--- src/rtl/mem_port_arbiter.sv ---
// mem_port_arbiter
//   Shares one single-ported 32-bit memory between the instruction-fetch port
//   and the load/store data port. Each requester holds req until it sees a
//   one-cycle valid pulse. Requests are serialized onto a registered memory bus.
//   A bounded wait timer turns a missing acknowledge into an error completion.
//
// Ports
//   clk, reset            clock, synchronous active-high reset
//   if_req/if_addr        fetch request and address
//   if_rdata/if_valid     fetched word and its completion pulse
//   d_req/d_addr/d_wdata/d_wmask   data request (d_wmask == 0 means read)
//   d_rdata/d_valid       load word and its completion pulse
//   err                   high with a valid pulse when the transaction timed out
//   mem_req/mem_addr/mem_wdata/mem_wmask   registered memory bus
//   mem_ack/mem_rdata     one-cycle acknowledge with read data
module mem_port_arbiter #(
  parameter int unsigned TIMEOUT = 16  // legal range 2..255
) (
  input  logic        clk,
  input  logic        reset,
  input  logic        if_req,
  input  logic [31:0] if_addr,
  output logic [31:0] if_rdata,
  output logic        if_valid,
  input  logic        d_req,
  input  logic [31:0] d_addr,
  input  logic [31:0] d_wdata,
  input  logic [3:0]  d_wmask,
  output logic [31:0] d_rdata,
  output logic        d_valid,
  output logic        err,
  output logic        mem_req,
  output logic [31:0] mem_addr,
  output logic [31:0] mem_wdata,
  output logic [3:0]  mem_wmask,
  input  logic        mem_ack,
  input  logic [31:0] mem_rdata
);

  typedef enum logic [1:0] {IDLE, BUSY_I, BUSY_D} state_t;
  typedef enum logic {GRANT_I, GRANT_D} grant_t;

  localparam logic [7:0] LAST_WAIT = 8'(TIMEOUT - 1);

  state_t      state, state_nx;
  grant_t      last_grant, last_grant_nx;
  logic [7:0]  wait_cnt, wait_cnt_nx;
  logic        mem_req_nx;
  logic [31:0] mem_addr_nx, mem_wdata_nx;
  logic [3:0]  mem_wmask_nx;
  logic [31:0] if_rdata_nx, d_rdata_nx;
  logic        if_valid_nx, d_valid_nx, err_nx;
  logic        if_elig, d_elig, pick_d;

  // The memory is word addressed; byte offsets are intentionally dropped.
  logic unused_addr_bits;
  assign unused_addr_bits = &{1'b0, if_addr[1:0], d_addr[1:0]};

  // NOTE: sequential state is written only with non-blocking assignments so
  // every register samples the same pre-edge values.
  always_ff @(posedge clk) begin
    if (reset) begin
      state      <= IDLE;
      last_grant <= GRANT_I;
      wait_cnt   <= '0;
      mem_req    <= 1'b0;
      mem_addr   <= '0;
      mem_wdata  <= '0;
      mem_wmask  <= '0;
      if_rdata   <= '0;
      if_valid   <= 1'b0;
      d_rdata    <= '0;
      d_valid    <= 1'b0;
      err        <= 1'b0;
    end else begin
      state      <= state_nx;
      last_grant <= last_grant_nx;
      wait_cnt   <= wait_cnt_nx;
      mem_req    <= mem_req_nx;
      mem_addr   <= mem_addr_nx;
      mem_wdata  <= mem_wdata_nx;
      mem_wmask  <= mem_wmask_nx;
      if_rdata   <= if_rdata_nx;
      if_valid   <= if_valid_nx;
      d_rdata    <= d_rdata_nx;
      d_valid    <= d_valid_nx;
      err        <= err_nx;
    end
  end

  always_comb begin
    // NOTE: every combinational output gets a default first, so no path
    // through the case statement can leave a value unassigned (no latches).
    state_nx      = state;
    last_grant_nx = last_grant;
    wait_cnt_nx   = wait_cnt;
    mem_req_nx    = mem_req;
    mem_addr_nx   = mem_addr;
    mem_wdata_nx  = mem_wdata;
    mem_wmask_nx  = mem_wmask;
    if_rdata_nx   = if_rdata;
    d_rdata_nx    = d_rdata;
    if_valid_nx   = 1'b0;
    d_valid_nx    = 1'b0;
    err_nx        = 1'b0;

    // A port whose valid is high this cycle is retiring its request; it must
    // not be granted again off the same still-high req.
    if_elig = if_req && !if_valid;
    d_elig  = d_req && !d_valid;
    pick_d  = d_elig && !(if_elig && last_grant == GRANT_D);

    case (state)
      IDLE: begin
        if (if_elig || d_elig) begin
          mem_req_nx  = 1'b1;
          wait_cnt_nx = '0;
          if (pick_d) begin
            state_nx      = BUSY_D;
            last_grant_nx = GRANT_D;
            mem_addr_nx   = {d_addr[31:2], 2'b00};
            mem_wdata_nx  = d_wdata;
            mem_wmask_nx  = d_wmask;
          end else begin
            state_nx      = BUSY_I;
            last_grant_nx = GRANT_I;
            mem_addr_nx   = {if_addr[31:2], 2'b00};
            mem_wdata_nx  = '0;
            mem_wmask_nx  = '0;
          end
        end
      end
      BUSY_I, BUSY_D: begin
        // An ack in the final wait cycle still counts as success.
        if (mem_ack || wait_cnt == LAST_WAIT) begin
          state_nx    = IDLE;
          mem_req_nx  = 1'b0;
          wait_cnt_nx = '0;
          err_nx      = !mem_ack;
          if (state == BUSY_I) begin
            if_valid_nx = 1'b1;
            if_rdata_nx = mem_ack ? mem_rdata : '0;
          end else begin
            d_valid_nx = 1'b1;
            d_rdata_nx = mem_ack ? mem_rdata : '0;
          end
        end else begin
          wait_cnt_nx = wait_cnt + 8'd1;
        end
      end
      default: state_nx = IDLE;
    endcase
  end

endmodule

--- config.mk ---
export PLATFORM = sky130hd
export DESIGN_NAME = mem_port_arbiter
export DESIGN_NICKNAME = d
export VERILOG_FILES = /design/src/rtl/mem_port_arbiter.sv
export SDC_FILE = /design/constraint.sdc
export NUM_CORES = 1
export LEC_CHECK = 0
export CELL_PAD_IN_SITES_DETAIL_PLACEMENT = 1
export CELL_PAD_IN_SITES_GLOBAL_PLACEMENT = 1
export CORE_UTILIZATION = 31
export DETAILED_ROUTE_END_ITERATION = 6
export GPL_TIMING_DRIVEN = 0
export PLACE_DENSITY_LB_ADDON = 0.2
export SLEW_MARGIN = 20
export SYNTH_ARGS = -nofsm -noshare
export SYNTH_HDL_FRONTEND = slang
export SYNTH_SLANG_ARGS = --single-unit
--- constraint.sdc ---
create_clock -name clk -period 2.9 [get_ports clk]
set_input_delay 0.58 -clock clk [delete_from_list [all_inputs] [get_ports clk]]
set_output_delay 0.58 -clock clk [all_outputs]
set_load 0.05 [all_outputs]
== Word level (Yosys, flattened, before mapping) ==
Index checks and enable logic that the tools add are counted.
Word-level totals
  flip-flop bits (word level): 147
Operators by class
  $add $sub $neg: 1
  reduce and logical (&&, ||, !) cells: 20
  equality and inequality tests: 5
  bitwise logic cells: 3
  mux-type cells: 17
Operator list (count)
  32-bit two-way mux: 3
  8-bit two-way mux: 2
  8-bit case mux with 2 select lines: 1
  3-bit AND reduction: 3
  8-bit by 1-bit adder with 8-bit output, second input constant: 1
  8-bit by 4-bit equality test with 1-bit output, second input constant: 1
  2-bit two-way mux: 3
  2-bit AND reduction: 3
  1-bit two-way mux: 5
  1-bit logical AND: 4
  1-bit zero test: 4
  4-bit two-way mux: 1
  2-bit inequality test, second input constant: 2
  2-bit case mux with 2 select lines: 1
  1-bit NOT: 3
  3-bit OR reduction: 1
  2-bit by 1-bit equality test with 1-bit output, second input constant: 1
  2-bit equality test, second input constant: 1
  2-bit zero test: 1
  1-bit logical OR: 2
  1-bit case mux with 2 select lines: 1
  2-bit nonzero test: 1
  2-bit OR reduction: 1

== Depth between registers and ports, before layout ==
  depth after elaboration: 8
  depth in mapped cells: 8

== Worst setup path before layout ==
Ideal clock, no wire load.
  path type: register -> register
  from: reg d_valid
  to: reg wait_cnt[7]
  cell stages (with the launch flop): 6
  data arrival time: 1775 ps
  setup time: 70 ps
  data required time: 2830 ps
  setup slack: 1055 ps
  path buffers: 1
  period minus slack after synthesis: 1845 ps
  cell sequence: dfxtp_1 nand2b_1 buf_6 a311o_1 or4_1 a21oi_1
On the way
  cells in the longest elaborated chain, start to end: 5
Ends and longest elaborated chain
  start: declaration: line 30  | output logic d_valid,
  start signal: assignment: line 86  | d_valid <= d_valid_nx;
  1-bit zero test: line 110  | d_elig = d_req && !d_valid;
  1-bit logical AND: line 110
  1-bit logical OR: line 115  | if (if_elig || d_elig) begin
  2-bit inequality test (no source line)
  2-bit AND reduction (no source line)
  end signal: assignment: line 78  | wait_cnt <= wait_cnt_nx;
  end: declaration: line 47  | logic [7:0] wait_cnt, wait_cnt_nx;
Every way passes these cells.
A chain may end at the register's enable or synchronous reset.

== Final worst setup path ==
  from: reg d_valid
  to: out d_valid
No word-level cell between the ends.

==> impl_metrics.xml <==
<?xml version="1.0" encoding="UTF-8"?>
<metrics>
  <group name="outcome">
    <metric name="status" unit="">finished, final reports clean</metric>
  </group>
  <group name="clock_network">
    <metric name="ctsResizeCount" unit="">0</metric>
    <metric name="post-cts-setup-buffers" unit="">0</metric>
    <metric name="cts.root.buffer_cell" unit="">sky130_fd_sc_hd__clkbuf_16</metric>
    <metric name="clock_sinks" unit="">145</metric>
    <metric name="htree_levels" unit="">4</metric>
    <metric name="tritoncts" unit="">done</metric>
    <metric name="clock_buffers_created_by_tritoncts" unit="">17</metric>
    <metric name="worst_setup_hold_path_clk_slew" unit="ps">60</metric>
    <metric name="hold_buffers" unit="">0</metric>
    <metric name="clock_latency" unit="ps">420</metric>
    <metric name="maximum_buffer_depth_of_the_clock_tree" unit="">2</metric>
  </group>
  <group name="timing">
    <metric name="timing.final.crit_share" unit="%">76.3</metric>
    <metric name="setup-tns-final" unit="ps">0</metric>
    <metric name="rsz_0062_raised_after_global_routing" unit="">false</metric>
    <metric name="max_clock_freq" unit="GHz">0.452</metric>
    <metric name="min_period" unit="ps">2210</metric>
    <metric name="finalHoldViolations" unit="">0</metric>
    <metric name="fin_worst_hold_slack" unit="ps">475</metric>
    <metric name="final.setup_skew" unit="ps">7.69</metric>
    <metric name="final_critical_path_setup_slack" unit="ps">686</metric>
    <metric name="max-slew-margin-rel" unit="%">49.9</metric>
    <metric name="transition_time_of_the_tightest_slew_check_pin" unit="ps">751</metric>
    <metric name="setup_viol" unit="">0</metric>
    <metric name="final-max-slew-violation-count" unit="">0</metric>
  </group>
  <group name="worst_setup_path">
    <metric name="cp_top_family" unit="">buffers and inverters</metric>
    <metric name="worst_ep_required" unit="ps">2320</metric>
    <metric name="timing.critical_path.cells" unit="">clkdlybuf4s50_1</metric>
    <metric name="worstRegToRegCells" unit="">7</metric>
    <metric name="crit_fanout" unit="">3</metric>
    <metric name="timing.critical_path.buf_inv" unit="">1</metric>
    <metric name="setup.worst_path.class" unit="">flip-flop to primary output</metric>
    <metric name="worst_path_largest_cell_delay" unit="ps">840</metric>
    <metric name="timing.critical_path.to_type" unit="">primary output</metric>
    <metric name="logic_depth_of_the_worst_setup_path_including_buffers" unit="">1</metric>
    <metric name="critical_path_arrival" unit="ps">1630</metric>
    <metric name="worst_setup_path_start_kind" unit="">flip-flop</metric>
    <metric name="critical_path.slowest_cell" unit="">sky130_fd_sc_hd__clkdlybuf4s50_1</metric>
  </group>
  <group name="layout">
    <metric name="final_instance_area" unit="mm^2">0.00881</metric>
    <metric name="design.final.nets" unit="">914</metric>
    <metric name="fin_cells" unit="">1008</metric>
    <metric name="area.growth.synth_to_final" unit="%">68.2</metric>
    <metric name="fraction_of_layout_cells_with_a_size_suffix_above_1" unit="%">7.75</metric>
  </group>
  <group name="floorplan">
    <metric name="die_height" unit="um">132</metric>
    <metric name="chipWidth" unit="um">132</metric>
    <metric name="die_area" unit="mm^2">0.0174</metric>
    <metric name="fp-row-count" unit="">47</metric>
    <metric name="design.core.area" unit="mm^2">0.0165</metric>
    <metric name="start_util" unit="%">31.7</metric>
    <metric name="design.portCount" unit="">273</metric>
  </group>
  <group name="drt">
    <metric name="detailedRoute.firstPassIterationCount" unit="">4</metric>
    <metric name="ant_nets" unit="">0</metric>
    <metric name="dr_vias" unit="">4968</metric>
    <metric name="avgViaCountPerCell" unit="">4.93</metric>
    <metric name="drcViolationCount" unit="">0</metric>
    <metric name="wirelength" unit="mm">17.7</metric>
    <metric name="1st_iter_drt_viols" unit="">263</metric>
    <metric name="post_drt_wl_per_cell" unit="um">17.6</metric>
  </group>
  <group name="pwr">
    <metric name="vdd_drop_max" unit="mV">0.415</metric>
    <metric name="seqPwrFrac" unit="%">34.6</metric>
    <metric name="clockPowerShare" unit="%">35.1</metric>
    <metric name="power_density" unit="mW/mm^2">762</metric>
    <metric name="share_comb_of_total_power" unit="%">30.2</metric>
    <metric name="net-switching-power" unit="uW">2260</metric>
    <metric name="leakage" unit="uW">0.00335</metric>
    <metric name="power.internal" unit="uW">4440</metric>
    <metric name="switching_share" unit="%">33.7</metric>
  </group>
  <group name="synthesis">
    <metric name="synthDistinctLibCells" unit="">42</metric>
    <metric name="synth_area_per_cell" unit="um^2">10.7</metric>
    <metric name="synth_area_leader_cell" unit="">sky130_fd_sc_hd__dfxtp_1</metric>
    <metric name="ys_top_cells_by_area" unit="">sky130_fd_sc_hd__dfxtp_1 55%, sky130_fd_sc_hd__a22o_1 11%, sky130_fd_sc_hd__mux2i_1 5.9%</metric>
    <metric name="synth_top_cell_area_share" unit="%">55.4</metric>
    <metric name="post_synth_edffs" unit="">0</metric>
    <metric name="yosys_warnings" unit="">0</metric>
    <metric name="async_reset_ff_share" unit="%">0</metric>
    <metric name="synthTopCellsByCount" unit="">145 x sky130_fd_sc_hd__dfxtp_1, 72 x sky130_fd_sc_hd__nor2_1, 64 x sky130_fd_sc_hd__a22o_1, 36 x sky130_fd_sc_hd__a22oi_1, 31 x sky130_fd_sc_hd__mux2i_1</metric>
    <metric name="ys_ff_latch" unit="">145</metric>
    <metric name="synth-seq-area-share" unit="%">55.4</metric>
    <metric name="netlist_area" unit="mm^2">0.00524</metric>
    <metric name="dominantRegCellSynth" unit="">sky130_fd_sc_hd__dfxtp_1</metric>
    <metric name="syn_inst" unit="">489</metric>
    <metric name="synth.most_common_cell" unit="">sky130_fd_sc_hd__dfxtp_1</metric>
  </group>
  <group name="hold_path">
    <metric name="whs_path_depth" unit="">1</metric>
    <metric name="hp-class" unit="">flip-flop to flip-flop</metric>
  </group>
  <group name="placement">
    <metric name="dp_hpwl" unit="mm">13.3</metric>
    <metric name="inst_count_dp" unit="">975</metric>
    <metric name="buffer_ports.inserted" unit="">265</metric>
    <metric name="preCtsSetupSlack" unit="ps">231</metric>
    <metric name="detailed_place.area" unit="mm^2">0.00817</metric>
    <metric name="place.gp.congestion" unit="">0.781</metric>
  </group>
  <group name="global_route">
    <metric name="wire_length_of_the_first_global_routing_pass" unit="mm">28.4</metric>
    <metric name="first_global_vias" unit="">5253</metric>
    <metric name="grt_remaining_overflow" unit="">0</metric>
    <metric name="antenna_found_initial" unit="">1</metric>
    <metric name="total_grt_usage" unit="%">20.9</metric>
    <metric name="grt_start_max_net_pins" unit="">17</metric>
  </group>
  <group name="run">
    <metric name="max_cap_violations" unit="">0</metric>
  </group>
</metrics>
placed cells by master, fill, tap and decap left out, drive strengths merged, types with 4 or more instances in the layout:
cell           instances
inv                    7
a22o                  64
nand2                  7
nor2                  72
a22oi                 36
bufinv                 4
clkbuf                40
nand2b                 4
a21oi                  9
mux2i                 31
a211oi                31
clkdlybuf4s50        265
nand3                  4
buf                   22
dfxtp                145
o21ai                  4
flip-flops by register name, indices dropped and copies added (netlist names):
name,count
d_rdata,32
if_rdata,32
mem_wdata,32
mem_addr,30
wait_cnt,8
mem_wmask,4
state,2
d_valid,1
err,1
if_valid,1
last_grant,1
mem_req,1
routing by layer:
metal / part of all wire (%) / vias to the layer above / track usage [%]
li1: - / 2379 / -
met1: 41 / 2408 / 23.1
met5: 0 / - / 0
met2: 50 / 169 / 36.2
met3: 7.9 / 12 / 8.57
met4: 1.3 / 0 / 6.78
power by group through the flow:
stage	Clock (uW)	Sequential, uW	Combinational [uW]
floorplan	0	3040	576
global placement	0	2350	1990
detailed placement	0	2370	2030
CTS	2410	2330	2050
global route	2520	2350	2140
finish	2360	2320	2030
stage by stage:
| step | power (uW) | utilization (%) |
|---|---|---|
| after floorplan | 3620 | - |
| after global placement | 4340 | 49.4 |
| after detailed placement | 4400 | 49.4 |
| after CTS | 6780 | 53.3 |
| after global routing | 7010 | 53.3 |
| final | 6710 | 53.3 |
cell families (layout without fill, tap and decap cells):
| group | count (synthesis) | count (layout) | share of synthesized area [%] |
|---|---|---|---|
| mux | 31 | 31 | 5.93 |
| buf+inv | 46 | 343 | 4.54 |
| simple gates | 102 | 102 | 8.48 |
| fa+ha+maj | 3 | 3 | 0.717 |
| flops | 145 | 145 | 55.4 |
| other cells | 1 | 3 | 0.0716 |
| compound gates | 158 | 158 | 24.3 |
| xor+xnor | 3 | 3 | 0.502 |
worst paths after layout:
kind | start | end | slack [ps]
worst max register to register | state[1]$_SDFFE_PP0P_ | mem_addr[27]$_SDFFE_PP0P_ | 710
worst max-delay path | d_valid$_SDFF_PP0_ | d_valid | 690
worst min register to register | d_rdata[26]$_SDFFE_PP0P_ | d_rdata[26]$_SDFFE_PP0P_ | 480
worst min-delay path | d_rdata[26]$_SDFFE_PP0P_ | d_rdata[26]$_SDFFE_PP0P_ | 480
area by class of cell:
class	count	area [um^2]
Sequential cell	145	2900
Antenna cell	1	2.50
Timing Repair Buffer	265	2650
Buffer	42	223
Inverter	4	15.0
Clock inverter	12	179
Fill cell	1781	7720
Clock buffer	20	457
Tap cell	220	275
Multi-Input combinational cell	299	2100
Note: power is estimated with default switching activity, not from simulation.
